### src/rtl/store_buffer_if.sv
// -----------------------------------------------------------------------------
// store_buffer_if
//   Bundles the store buffer's three traffic groups: the push side from the
//   Memory stage, the drain side toward the data-memory port, and the
//   load-forwarding query. The occupancy status travels with the bundle too.
//
//   Modports:
//     slave  - the store buffer itself
//     master - the surrounding pipeline / memory port (or a testbench)
//
//   Signals:
//     pushValid, pushAddress, pushData, pushByteEnable  : store offered
//     pushReady                                         : buffer can accept
//     storeValid, storeAddress, storeData,
//     storeByteEnable                                   : head presented
//     storeComplete                                     : memory took head
//     loadQueryValid, loadQueryAddress,
//     loadQueryByteEnable                               : load lookup
//     loadForwardHit, loadForwardData, loadConflict     : lookup result
//     empty, count                                      : occupancy
// -----------------------------------------------------------------------------
interface store_buffer_if #(
  parameter int DEPTH      = 4,
  parameter int ADDR_WIDTH = 32,
  parameter int DATA_WIDTH = 32
);
  localparam int BE_WIDTH    = DATA_WIDTH / 8;
  localparam int COUNT_WIDTH = $clog2(DEPTH) + 1;

  logic                   pushValid;
  logic                   pushReady;
  logic [ADDR_WIDTH-1:0]  pushAddress;
  logic [DATA_WIDTH-1:0]  pushData;
  logic [BE_WIDTH-1:0]    pushByteEnable;

  logic                   storeValid;
  logic [ADDR_WIDTH-1:0]  storeAddress;
  logic [DATA_WIDTH-1:0]  storeData;
  logic [BE_WIDTH-1:0]    storeByteEnable;
  logic                   storeComplete;

  logic                   loadQueryValid;
  logic [ADDR_WIDTH-1:0]  loadQueryAddress;
  logic [BE_WIDTH-1:0]    loadQueryByteEnable;
  logic                   loadForwardHit;
  logic [DATA_WIDTH-1:0]  loadForwardData;
  logic                   loadConflict;

  logic                   empty;
  logic [COUNT_WIDTH-1:0] count;

  modport slave (
    input  pushValid, pushAddress, pushData, pushByteEnable,
    output pushReady,
    output storeValid, storeAddress, storeData, storeByteEnable,
    input  storeComplete,
    input  loadQueryValid, loadQueryAddress, loadQueryByteEnable,
    output loadForwardHit, loadForwardData, loadConflict,
    output empty, count
  );

  modport master (
    output pushValid, pushAddress, pushData, pushByteEnable,
    input  pushReady,
    input  storeValid, storeAddress, storeData, storeByteEnable,
    output storeComplete,
    output loadQueryValid, loadQueryAddress, loadQueryByteEnable,
    input  loadForwardHit, loadForwardData, loadConflict,
    input  empty, count
  );
endinterface

### src/rtl/store_buffer.sv
// -----------------------------------------------------------------------------
// store_buffer
//   In-order FIFO of committed stores sitting between the Memory stage and the
//   data-memory port. Stores retire into it immediately; the head entry is
//   offered to memory on storeValid and leaves on storeComplete. Younger loads
//   are looked up against every pending entry: full byte coverage forwards the
//   merged word, partial coverage flags a conflict so the stage can stall.
//
//   Ports:
//     clock  - rising-edge clock
//     reset  - asynchronous, active-low; clears pointers, count and entries
//     bus    - store_buffer_if.slave (push / drain / load-query / occupancy)
// -----------------------------------------------------------------------------
module store_buffer #(
  parameter int DEPTH      = 4,
  parameter int ADDR_WIDTH = 32,
  parameter int DATA_WIDTH = 32
) (
  input logic           clock,
  input logic           reset,
  store_buffer_if.slave bus
);
  localparam int BE_WIDTH = DATA_WIDTH / 8;
  localparam int PW       = $clog2(DEPTH);
  localparam int CW       = PW + 1;
  // Clears the byte-offset bits so addresses compare at word granularity.
  localparam logic [ADDR_WIDTH-1:0] ALIGN_MASK = ~(ADDR_WIDTH'(BE_WIDTH - 1));

  // Entry storage, indexed by physical slot.
  logic [ADDR_WIDTH-1:0] addr_r  [DEPTH];
  logic [DATA_WIDTH-1:0] data_r  [DEPTH];
  logic [BE_WIDTH-1:0]   be_r    [DEPTH];
  logic [DEPTH-1:0]      valid_r;

  logic [PW-1:0]         head_r;
  logic [PW-1:0]         tail_r;
  logic [CW-1:0]         count_r;

  // Registered copy of the head entry presented to memory.
  logic [ADDR_WIDTH-1:0] head_addr_r, head_addr_s;
  logic [DATA_WIDTH-1:0] head_data_r, head_data_s;
  logic [BE_WIDTH-1:0]   head_be_r,   head_be_s;

  logic                  push_ready_s;
  logic                  push_s;
  logic                  pop_s;
  logic [PW-1:0]         next_head_s;

  // Forwarding helpers: slot of the i-th oldest entry and whether it matches.
  logic [PW-1:0]         age_idx_s [DEPTH];
  logic [DEPTH-1:0]      match_s;
  logic [DATA_WIDTH-1:0] merged_s;
  logic [BE_WIDTH-1:0]   covered_s;
  logic [BE_WIDTH-1:0]   req_cov_s;
  logic                  fwd_hit_s;
  logic                  fwd_conflict_s;
  logic [DATA_WIDTH-1:0] fwd_data_s;

  // No same-cycle bypass: a pop this cycle does not free room for a push.
  assign push_ready_s = (count_r < CW'(DEPTH));
  assign push_s       = bus.pushValid && push_ready_s;
  assign pop_s        = bus.storeComplete && (count_r != CW'(0));
  assign next_head_s  = head_r + PW'(1);

  // Pointer, occupancy and entry-array update.
  always_ff @(posedge clock or negedge reset) begin
    if (!reset) begin
      head_r  <= '0;
      tail_r  <= '0;
      count_r <= '0;
      valid_r <= '0;
      for (int i = 0; i < DEPTH; i++) begin
        addr_r[i] <= '0;
        data_r[i] <= '0;
        be_r[i]   <= '0;
      end
    end else begin
      if (push_s) begin
        addr_r[tail_r]  <= bus.pushAddress & ALIGN_MASK;
        data_r[tail_r]  <= bus.pushData;
        be_r[tail_r]    <= bus.pushByteEnable;
        valid_r[tail_r] <= 1'b1;
        tail_r          <= tail_r + PW'(1);
      end
      // Push and pop can only share a slot when empty or full, neither of
      // which allows both, so these two valid_r writes never collide.
      if (pop_s) begin
        valid_r[head_r] <= 1'b0;
        head_r          <= next_head_s;
      end
      case ({push_s, pop_s})
        2'b10:   count_r <= count_r + CW'(1);
        2'b01:   count_r <= count_r - CW'(1);
        default: count_r <= count_r;
      endcase
    end
  end

  // Next value of the registered head: the following slot after a pop, or
  // the incoming store when it lands in (or becomes) the only entry.
  always_comb begin
    head_addr_s = head_addr_r;
    head_data_s = head_data_r;
    head_be_s   = head_be_r;
    if (pop_s) begin
      if (count_r > CW'(1)) begin
        head_addr_s = addr_r[next_head_s];
        head_data_s = data_r[next_head_s];
        head_be_s   = be_r[next_head_s];
      end else if (push_s) begin
        head_addr_s = bus.pushAddress & ALIGN_MASK;
        head_data_s = bus.pushData;
        head_be_s   = bus.pushByteEnable;
      end else begin
        head_addr_s = '0;
        head_data_s = '0;
        head_be_s   = '0;
      end
    end else if (push_s && (count_r == CW'(0))) begin
      head_addr_s = bus.pushAddress & ALIGN_MASK;
      head_data_s = bus.pushData;
      head_be_s   = bus.pushByteEnable;
    end else begin
      head_addr_s = head_addr_r;
      head_data_s = head_data_r;
      head_be_s   = head_be_r;
    end
  end

  // Head output registers.
  always_ff @(posedge clock or negedge reset) begin
    if (!reset) begin
      head_addr_r <= '0;
      head_data_r <= '0;
      head_be_r   <= '0;
    end else begin
      head_addr_r <= head_addr_s;
      head_data_r <= head_data_s;
      head_be_r   <= head_be_s;
    end
  end

  // Age ordering (0 = oldest) and word-address match per pending entry.
  always_comb begin
    match_s = '0;
    for (int i = 0; i < DEPTH; i++) begin
      age_idx_s[i] = head_r + PW'(i);
      match_s[i]   = valid_r[age_idx_s[i]] &&
                     (addr_r[age_idx_s[i]] == (bus.loadQueryAddress & ALIGN_MASK));
    end
  end

  // Merge matching entries oldest to youngest so younger bytes overwrite.
  always_comb begin
    merged_s  = '0;
    covered_s = '0;
    for (int i = 0; i < DEPTH; i++) begin
      for (int b = 0; b < BE_WIDTH; b++) begin
        if (match_s[i] && be_r[age_idx_s[i]][b]) begin
          merged_s[b*8 +: 8] = data_r[age_idx_s[i]][b*8 +: 8];
          covered_s[b]       = 1'b1;
        end else begin
          merged_s[b*8 +: 8] = merged_s[b*8 +: 8];
          covered_s[b]       = covered_s[b];
        end
      end
    end
  end

  // Classify the lookup; unrequested bytes are zeroed in the forwarded word.
  always_comb begin
    req_cov_s      = covered_s & bus.loadQueryByteEnable;
    fwd_hit_s      = 1'b0;
    fwd_conflict_s = 1'b0;
    fwd_data_s     = '0;
    if (bus.loadQueryValid) begin
      fwd_hit_s      = (req_cov_s == bus.loadQueryByteEnable) && (req_cov_s != '0);
      fwd_conflict_s = (req_cov_s != '0) && (req_cov_s != bus.loadQueryByteEnable);
      for (int b = 0; b < BE_WIDTH; b++) begin
        fwd_data_s[b*8 +: 8] = merged_s[b*8 +: 8] & {8{bus.loadQueryByteEnable[b]}};
      end
    end else begin
      fwd_hit_s      = 1'b0;
      fwd_conflict_s = 1'b0;
      fwd_data_s     = '0;
    end
  end

  assign bus.pushReady       = push_ready_s;
  assign bus.storeValid      = (count_r != CW'(0));
  assign bus.storeAddress    = head_addr_r;
  assign bus.storeData       = head_data_r;
  assign bus.storeByteEnable = head_be_r;
  assign bus.loadForwardHit  = fwd_hit_s;
  assign bus.loadConflict    = fwd_conflict_s;
  assign bus.loadForwardData = fwd_data_s;
  assign bus.empty           = (count_r == CW'(0));
  assign bus.count           = count_r;

endmodule

### src/flat_wrapper.sv
// flat-port wrapper written by rule: the top's interface ports become plain ports
module store_buffer_flat 
#(
  parameter int DEPTH      = 4,
  parameter int ADDR_WIDTH = 32,
  parameter int DATA_WIDTH = 32
)
  (clock, reset, bus_pushValid, bus_pushAddress, bus_pushData, bus_pushByteEnable, bus_pushReady, bus_storeValid, bus_storeAddress, bus_storeData, bus_storeByteEnable, bus_storeComplete, bus_loadQueryValid, bus_loadQueryAddress, bus_loadQueryByteEnable, bus_loadForwardHit, bus_loadForwardData, bus_loadConflict, bus_empty, bus_count);
  store_buffer_if #(.DEPTH(DEPTH), .ADDR_WIDTH(ADDR_WIDTH), .DATA_WIDTH(DATA_WIDTH)) bus_i ();
  input logic clock;
  input logic reset;
  input wire logic [$bits(bus_i.pushValid)-1:0] bus_pushValid;
  input wire logic [$bits(bus_i.pushAddress)-1:0] bus_pushAddress;
  input wire logic [$bits(bus_i.pushData)-1:0] bus_pushData;
  input wire logic [$bits(bus_i.pushByteEnable)-1:0] bus_pushByteEnable;
  output wire logic [$bits(bus_i.pushReady)-1:0] bus_pushReady;
  output wire logic [$bits(bus_i.storeValid)-1:0] bus_storeValid;
  output wire logic [$bits(bus_i.storeAddress)-1:0] bus_storeAddress;
  output wire logic [$bits(bus_i.storeData)-1:0] bus_storeData;
  output wire logic [$bits(bus_i.storeByteEnable)-1:0] bus_storeByteEnable;
  input wire logic [$bits(bus_i.storeComplete)-1:0] bus_storeComplete;
  input wire logic [$bits(bus_i.loadQueryValid)-1:0] bus_loadQueryValid;
  input wire logic [$bits(bus_i.loadQueryAddress)-1:0] bus_loadQueryAddress;
  input wire logic [$bits(bus_i.loadQueryByteEnable)-1:0] bus_loadQueryByteEnable;
  output wire logic [$bits(bus_i.loadForwardHit)-1:0] bus_loadForwardHit;
  output wire logic [$bits(bus_i.loadForwardData)-1:0] bus_loadForwardData;
  output wire logic [$bits(bus_i.loadConflict)-1:0] bus_loadConflict;
  output wire logic [$bits(bus_i.empty)-1:0] bus_empty;
  output wire logic [$bits(bus_i.count)-1:0] bus_count;
  assign bus_i.pushValid = bus_pushValid;
  assign bus_i.pushAddress = bus_pushAddress;
  assign bus_i.pushData = bus_pushData;
  assign bus_i.pushByteEnable = bus_pushByteEnable;
  assign bus_pushReady = bus_i.pushReady;
  assign bus_storeValid = bus_i.storeValid;
  assign bus_storeAddress = bus_i.storeAddress;
  assign bus_storeData = bus_i.storeData;
  assign bus_storeByteEnable = bus_i.storeByteEnable;
  assign bus_i.storeComplete = bus_storeComplete;
  assign bus_i.loadQueryValid = bus_loadQueryValid;
  assign bus_i.loadQueryAddress = bus_loadQueryAddress;
  assign bus_i.loadQueryByteEnable = bus_loadQueryByteEnable;
  assign bus_loadForwardHit = bus_i.loadForwardHit;
  assign bus_loadForwardData = bus_i.loadForwardData;
  assign bus_loadConflict = bus_i.loadConflict;
  assign bus_empty = bus_i.empty;
  assign bus_count = bus_i.count;
  store_buffer #(.DEPTH(DEPTH), .ADDR_WIDTH(ADDR_WIDTH), .DATA_WIDTH(DATA_WIDTH)) u_core (.clock(clock), .reset(reset), .bus(bus_i));
endmodule
### config.mk
export PLATFORM = sky130hd
export DESIGN_NAME = store_buffer_flat
export DESIGN_NICKNAME = d
export VERILOG_FILES = /design/src/rtl/store_buffer_if.sv /design/src/rtl/store_buffer.sv /design/src/flat_wrapper.sv
export SDC_FILE = /design/constraint.sdc
export NUM_CORES = 1
export LEC_CHECK = 0
export BUFFER_PORTS_ARGS = -buffer_cell sky130_fd_sc_hd__buf_2
export CAP_MARGIN = 5
export CORE_MARGIN = 4
export CORE_UTILIZATION = 61
export DETAILED_ROUTE_END_ITERATION = 8
export PLACE_DENSITY = 0.82
export SYNTH_ARGS = -nofsm -noshare
export SYNTH_HDL_FRONTEND = slang
export SYNTH_SLANG_ARGS = --single-unit
### constraint.sdc
create_clock -name clock -period 6.7 [get_ports clock]
set_input_delay 0.335 -clock clock [delete_from_list [all_inputs] [get_ports clock]]
set_output_delay 0.335 -clock clock [all_outputs]
set_load 0.005 [all_outputs]
==> out/qor.yml, run 1 <==
fmax_ghz: 0.155
synth_area_mm2: 0.0230
drt_iter0_markers: 2096
area_growth_pct: 11.1
clock_latency_ns: 0.57
die-width_um: 202
cts.htree.levels: 2
antenna_found_initial: 10
ys_ff_latch: 341
dp.cells: 2521
cts.clk_slew.worst_paths_ns: 0.06
fp.dieH_um: 202
synth_area_leaders: "dfrtp_1 37%, mux2_2 16%, mux4_2 12%"
clock_skew_ns: 0.0185
cellPowerDensity_mw_per_mm2: 595
synth_cell_types: 90
netlist_instances: 1941
whs_path_depth: 2
final_area_mm2: 0.0255
wl_um: 71300
cp-end-kind: "output pin"
drtAntennaViolNets: 0
grt_pass1_wl_um: 110000
r2r-start: "u_core.head_r[0]"
clock_sinks: 341
final_util: 0.693
yosysSeqAreaShare: 0.371
start_util: 0.624
peakVddDrop_mv: 0.656
tightest_slew_ns: 1.23
fin_crit_sh: 0.962
hold_class: "in2reg"
finalPower_mw: 15.2
vias: 18500
clk_path_buf_depth: 3
fin_cells: 2601
yosys_most_used_dff: "dfrtp_1"
fin_crit_ns: 6.45
fp.coreArea_mm2: 0.0369
hold_slack_ns: 0.0584
yosysMostFrequentCell: "dfrtp_1"
worstSetupEndpoint: "bus_loadForwardData[24]"
drc: 0
finalSetupViolCount: 0
final_max_slew_viol_count: 0
synth-edff-count: 0
die_area_mm2: 0.0409
crit_type: "reg2out"
synthTopCellsByCount: "341 x dfrtp_1, 327 x mux2_2, 159 x nor2_1, 139 x mux2i_1, 125 x mux4_2"
reg2reg_depth: 7
ff_latch_area_mm2: 0.00854
fill_cells: 2601
cp.required_ns: 6.36
status: "finished, final reports clean"
io_pins: 217
maxCapViolations: 0
start_kind: "flip-flop"
dp_hpwl_um: 48700
grt_pass1_vias: 18300
finalHoldViolations: 0
layout_setup_ws_ns: 0.255
grt_overflow: 0
rsz0062_at_grt: "false"
place_area_mm2: 0.0242
multi_input_area_mm2: 0.0136
yosys_warnings: 0
crit_path_max_fanout: 28
drive_gt1_frac: 0.380
power.leakage_nw: 10.7
critPathLaunch: "u_core.head_r[0]"
dr.pass1.iters: 8
cts_buffers: 39
viasPerCell: 7.10
wl_per_cell_um: 27.4
crit_arrival_ns: 6.11
synth_top_cell_area_share: 0.371
cts_tree: "yes"
cts_resized: 0
grt_max_degree: 183
r2r_slack_ns: 2.15
finalSetupTns_ns: 0
yosys.area.top_type: "dfrtp_1"
worst_r2r_endpoint: "u_core.bus.storeData[31]"
place_congestion: 1.09
portBuffers: 210
place_ws_ns: 0.841
root_buffer: "clkbuf_16"
slew-limit-headroom: 0.181
layout.nets: 2182
avgSynthCellArea_um2: 11.9
async_reset_ff_frac: 1.00
grt_usage: 0.341
rows: 70
-- flip-flops by register name, indices dropped and copies added (netlist names) --
name                        flops
u_core.addr_r                 120
u_core.be_r                    16
u_core.bus.count                3
u_core.bus.storeAddress        30
u_core.bus.storeByteEnable      4
u_core.bus.storeData           32
u_core.data_r                 128
u_core.head_r                   2
u_core.tail_r                   2
u_core.valid_r                  4
-- power by group --
part	internal (mW)	switching, mW	leakage [nW]
Clock	1.30	0.921	0.659
Combinational	4.22	4.57	5.96
Sequential	3.12	1.08	4.07
-- cells by family after synthesis --
logic type,after synthesis,synth area share
and+or+nand+nor,398,0.0897
adders and majority gates,13,0.00707
DFF,341,0.371
other,1,0.000163
xor gates and xnor gates,112,0.0430
muxes,594,0.346
buffers and inverters,191,0.0411
AOI/OAI and AO/OA,291,0.102
-- placed cells by master, fill, tap and decap left out, types with 7 or more instances in the layout --
cell type  synthesis  routed
dfrtp_1          341     339
a22oi_1           23      23
buf_2             27     209
nand3_1           31      31
and2_1            14      14
mux2i_1          139     139
o2111ai_1          7       7
a222oi_1           7       7
nor3_1            16      16
a21oi_1           25      24
clkbuf_8           0       9
a211oi_1           8       8
o22ai_1           10      10
nand4_1           31      31
o21ai_0           26      25
clkbuf_16          0      39
xnor2_1           86      86
o21ai_1            8       8
ha_1              13      12
mux4_2           125     125
buf_4             11      23
and3_1             8       8
a32oi_1           18      18
a221oi_1          79      79
inv_1             29      29
clkinv_2           0       9
a221o_1            9       9
xor2_1            25      25
nor2_1           159     159
o221ai_1          17      17
nand2b_1          11      11
mux2_2           327     327
nor2b_1           21      21
nand2_1           53      49
nor4_1             7       7
-- worst min path at each step --
stage,slack (ns),end,start
CTS,0.03,u_core.data_r[88],bus_pushData[24]
finish,0.06,u_core.data_r[88],bus_pushData[24]
global route,0.06,u_core.data_r[56],bus_pushData[24]
floorplan,0.04,u_core.addr_r[100],reset
detailed placement,0.39,u_core.addr_r[20],reset
global placement,0.38,u_core.bus.storeAddress[18],reset
-- critical path, stage by stage, from the launching register on --
cell	delay [ns]
dfrtp_4	0.69
clkinv_1	0.24
ha_4	0.69
buf_4	0.32
mux4_2	0.56
xnor2_1	0.45
o2111ai_1	0.19
nor2_1	0.23
nand3_1	0.47
o32ai_1	0.57
o22ai_1	0.41
a22oi_1	0.27
o221ai_1	0.23
buf_2	0.19
-- final cells by class --
class / instances / area share
Antenna cell: 6 / 0.000588
Clock buffer: 54 / 0.0439
Sequential cell: 341 / 0.334
Timing Repair Buffer: 238 / 0.0518
Clock inverter: 18 / 0.00813
Tap cell: 504 / 0.0247
Inverter: 30 / 0.00441
Multi-Input combinational cell: 1410 / 0.532
-- per-layer routing --
| metal | vias up | track usage | part of all wire |
|---|---|---|---|
| met2 | 1093 | 0.509 | 0.45 |
| li1 | 7749 | - | - |
| met4 | 8 | 0.116 | 0.031 |
| met1 | 9445 | 0.498 | 0.41 |
| met3 | 174 | 0.0788 | 0.11 |
| met5 | - | 0 | 0.00076 |
-- timing repair --
item,4_1_cts,5_1_grt
endpoints found under the hold margin,88,0
endpoints found under the setup margin,0,10
hold buffers,1,0
buffers inserted,0,1
Note: power is estimated with default switching activity, not from simulation.
==> run 2: changes to the inputs <==
--- a/config.mk
+++ b/config.mk
@@ -11,6 +11,7 @@
 export CORE_UTILIZATION = 61
 export DETAILED_ROUTE_END_ITERATION = 8
 export PLACE_DENSITY = 0.82
+export SETUP_SLACK_MARGIN = 0.3
 export SYNTH_ARGS = -nofsm -noshare
 export SYNTH_HDL_FRONTEND = slang
 export SYNTH_SLANG_ARGS = --single-unit
==> run 2 against run 1 <==
Net effect:
- first-iteration DRC count is 3.0% higher
- flip-flop and latch count stayed put
- non-clock buffer count is 1 higher
- critical path depth is 2 lower
- sequential share of layout area is 0.052 points lower
- largest power group unchanged
- register-to-register slack better by 0.24 ns
- via count is 0.16% higher
- worst setup slack better by 0.25 ns
- design area is 0.16% higher
==> out/qor.yml, run 2 (synthesized netlist as in run 1, its figures left out) <==
root_buffer: "clkbuf_16"
layout.nets: 2183  # +0.046%
place_congestion: 1.09  # unchanged
wl_per_cell_um: 27.5  # +0.46%
clock_sinks: 341  # unchanged
clk_path_buf_depth: 3  # unchanged
viasPerCell: 7.11  # +0.12%
cp_slowest_stage_delay_ns: 0.69  # about the same
fin_crit_sh: 0.924  # -0.0380
die-width_um: 202  # unchanged
finalSetupTns_ns: 0  # unchanged
cts.clk_slew.worst_paths_ns: 0.06  # about the same
tightest_slew_ns: 1.24  # +0.0186 ns
drt_iter0_markers: 2158  # +3.0%
critPathLaunch: "u_core.head_r[0]"
crit_path_max_fanout: 154  # +450%
regMostFlops: "u_core.data_r"
ff_latch_area_mm2: 0.00854  # unchanged
multi_input_area_mm2: 0.0136  # about the same
most-common-layout-cells: "339 x dfrtp_1, 327 x mux2_2, 209 x buf_2"
rows: 70  # unchanged
final_max_slew_viol_count: 0  # unchanged
wl_um: 71600  # +0.50%
path_cells: "buf_12, mux4_2, xnor2_1, nand3_1, nor4_2, nand4_1, nor2b_1, nand3b_1, nand2b_1, o221ai_1, buf_2"
cp_num_buf_inv: 2  # -1
portBuffers: 210  # unchanged
cellPowerDensity_mw_per_mm2: 597  # +0.28%
grt_pass1_wl_um: 110000  # +0.43%
drtAntennaViolNets: 0  # unchanged
drc: 0  # unchanged
die_area_mm2: 0.0409  # unchanged
dr.pass1.iters: 6  # -2
grt_usage: 0.343  # +0.00172
rsz0062_at_grt: "false"
r2r-start: "u_core.head_r[0]"
fin_crit_ns: 6.19  # -0.255 ns
start_util: 0.624  # unchanged
hold_path_startpoint: "bus_pushData[24]"
crit_family: "simple AND/OR/NAND/NOR gates"
vias: 18500  # +0.16%
crit_arrival_ns: 5.86  # -0.25 ns
fp.dieH_um: 202  # unchanged
grt_max_degree: 183  # unchanged
finalSetupViolCount: 0  # unchanged
dp_hpwl_um: 48700  # unchanged
clock_latency_ns: 0.58  # about the same
peakVddDrop_mv: 0.534  # -19%
cp.required_ns: 6.36  # about the same
finalHoldViolations: 0  # unchanged
status: "finished, final reports clean"
io_pins: 217  # unchanged
cp-end-kind: "output pin"
cts_buffers: 39  # unchanged
maxCapViolations: 0  # unchanged
antenna_found_initial: 10  # unchanged
area_growth_pct: 11.2
grt_pass1_vias: 18300  # +0.37%
cts.htree.levels: 2  # unchanged
largest_reg_flops: 128  # unchanged
clock_skew_ns: 0.0189  # +0.000437 ns
grt_overflow: 0  # unchanged
slew-limit-headroom: 0.169  # -0.0125
final_common_cell: "dfrtp_1"
fp.coreArea_mm2: 0.0369  # unchanged
start_kind: "flip-flop"
crit_type: "reg2out"
fmax_ghz: 0.162  # +4.1%
hold_class: "in2reg"
power.leakage_nw: 10.7  # +0.12%
cts_tree: "yes"
fill_cells: 2592  # -0.35%
slowest_stage: "dfrtp_4"
drive_gt1_frac: 0.381  # +0.00125
hold_slack_ns: 0.0539  # -0.00455 ns
[run 2: report_power, final]
part	leakage [nW]	switching (mW)	internal (mW)	total (mW)
Clock	0.659	0.923	1.30	2.23
Sequential	4.07	1.09	3.12	4.20
Combinational	5.98	4.59	4.25	8.85
Total	10.7	6.60	8.67	15.3
[run 2: path summary, 6_finish.rpt]
check	to	slack, ns	depth (start not counted)
setup / recovery	bus_loadForwardData[5]	0.51	11
hold / removal	u_core.data_r[88]	0.05	2
setup reg to reg	u_core.bus.storeData[31]	2.39	7
hold reg to reg	u_core.bus.storeAddress[4]	0.50	2
max in group asynchronous	u_core.data_r[109]	4.78	3
min in group asynchronous	u_core.addr_r[76]	0.36	2
[run 2: per-stage QoR]
stage	instance area, um2	setup WS [ns]	instances	utilization	power, mW
2_1_floorplan	23000	1.45	1942	-	10.4
3_3_place_gp	24200	0.935	2521	0.656	12.4
3_5_place_dp	24200	0.841	2521	0.656	12.7
4_1_cts	25500	0.458	2595	0.693	15.0
5_1_grt	25600	0.398	2602	0.694	16.0
6_report	25600	0.509	2602	0.694	15.3
[run 2: final cells by class]
class / instances / share of cell area
inverters: 30 / 0.00440
well taps: 504 / 0.0246
flip-flops and latches: 341 / 0.334
repair buffers: 239 / 0.0528
multi-input cells: 1410 / 0.532
clock buffers: 54 / 0.0439
diodes: 6 / 0.000587
clock inverters: 18 / 0.00812
[run 2: metal layers]
metal / vias up / GRT usage / wire length, um
met1: 9503 / 0.498 / 29600
met2: 1087 / 0.511 / 32300
met4: 8 / 0.121 / 2250
met5: - / 0 / 54
li1: 7742 / - / -
met3: 158 / 0.0804 / 7460
[run 2: timing repair]
item | CTS | global route
setup buffers | 1 | 1
hold endpoints to repair | 88 | 0
gates resized for setup | 0 | 2
pin swaps | 0 | 1
setup endpoints to repair | 8 | 10
hold buffers | 1 | 0
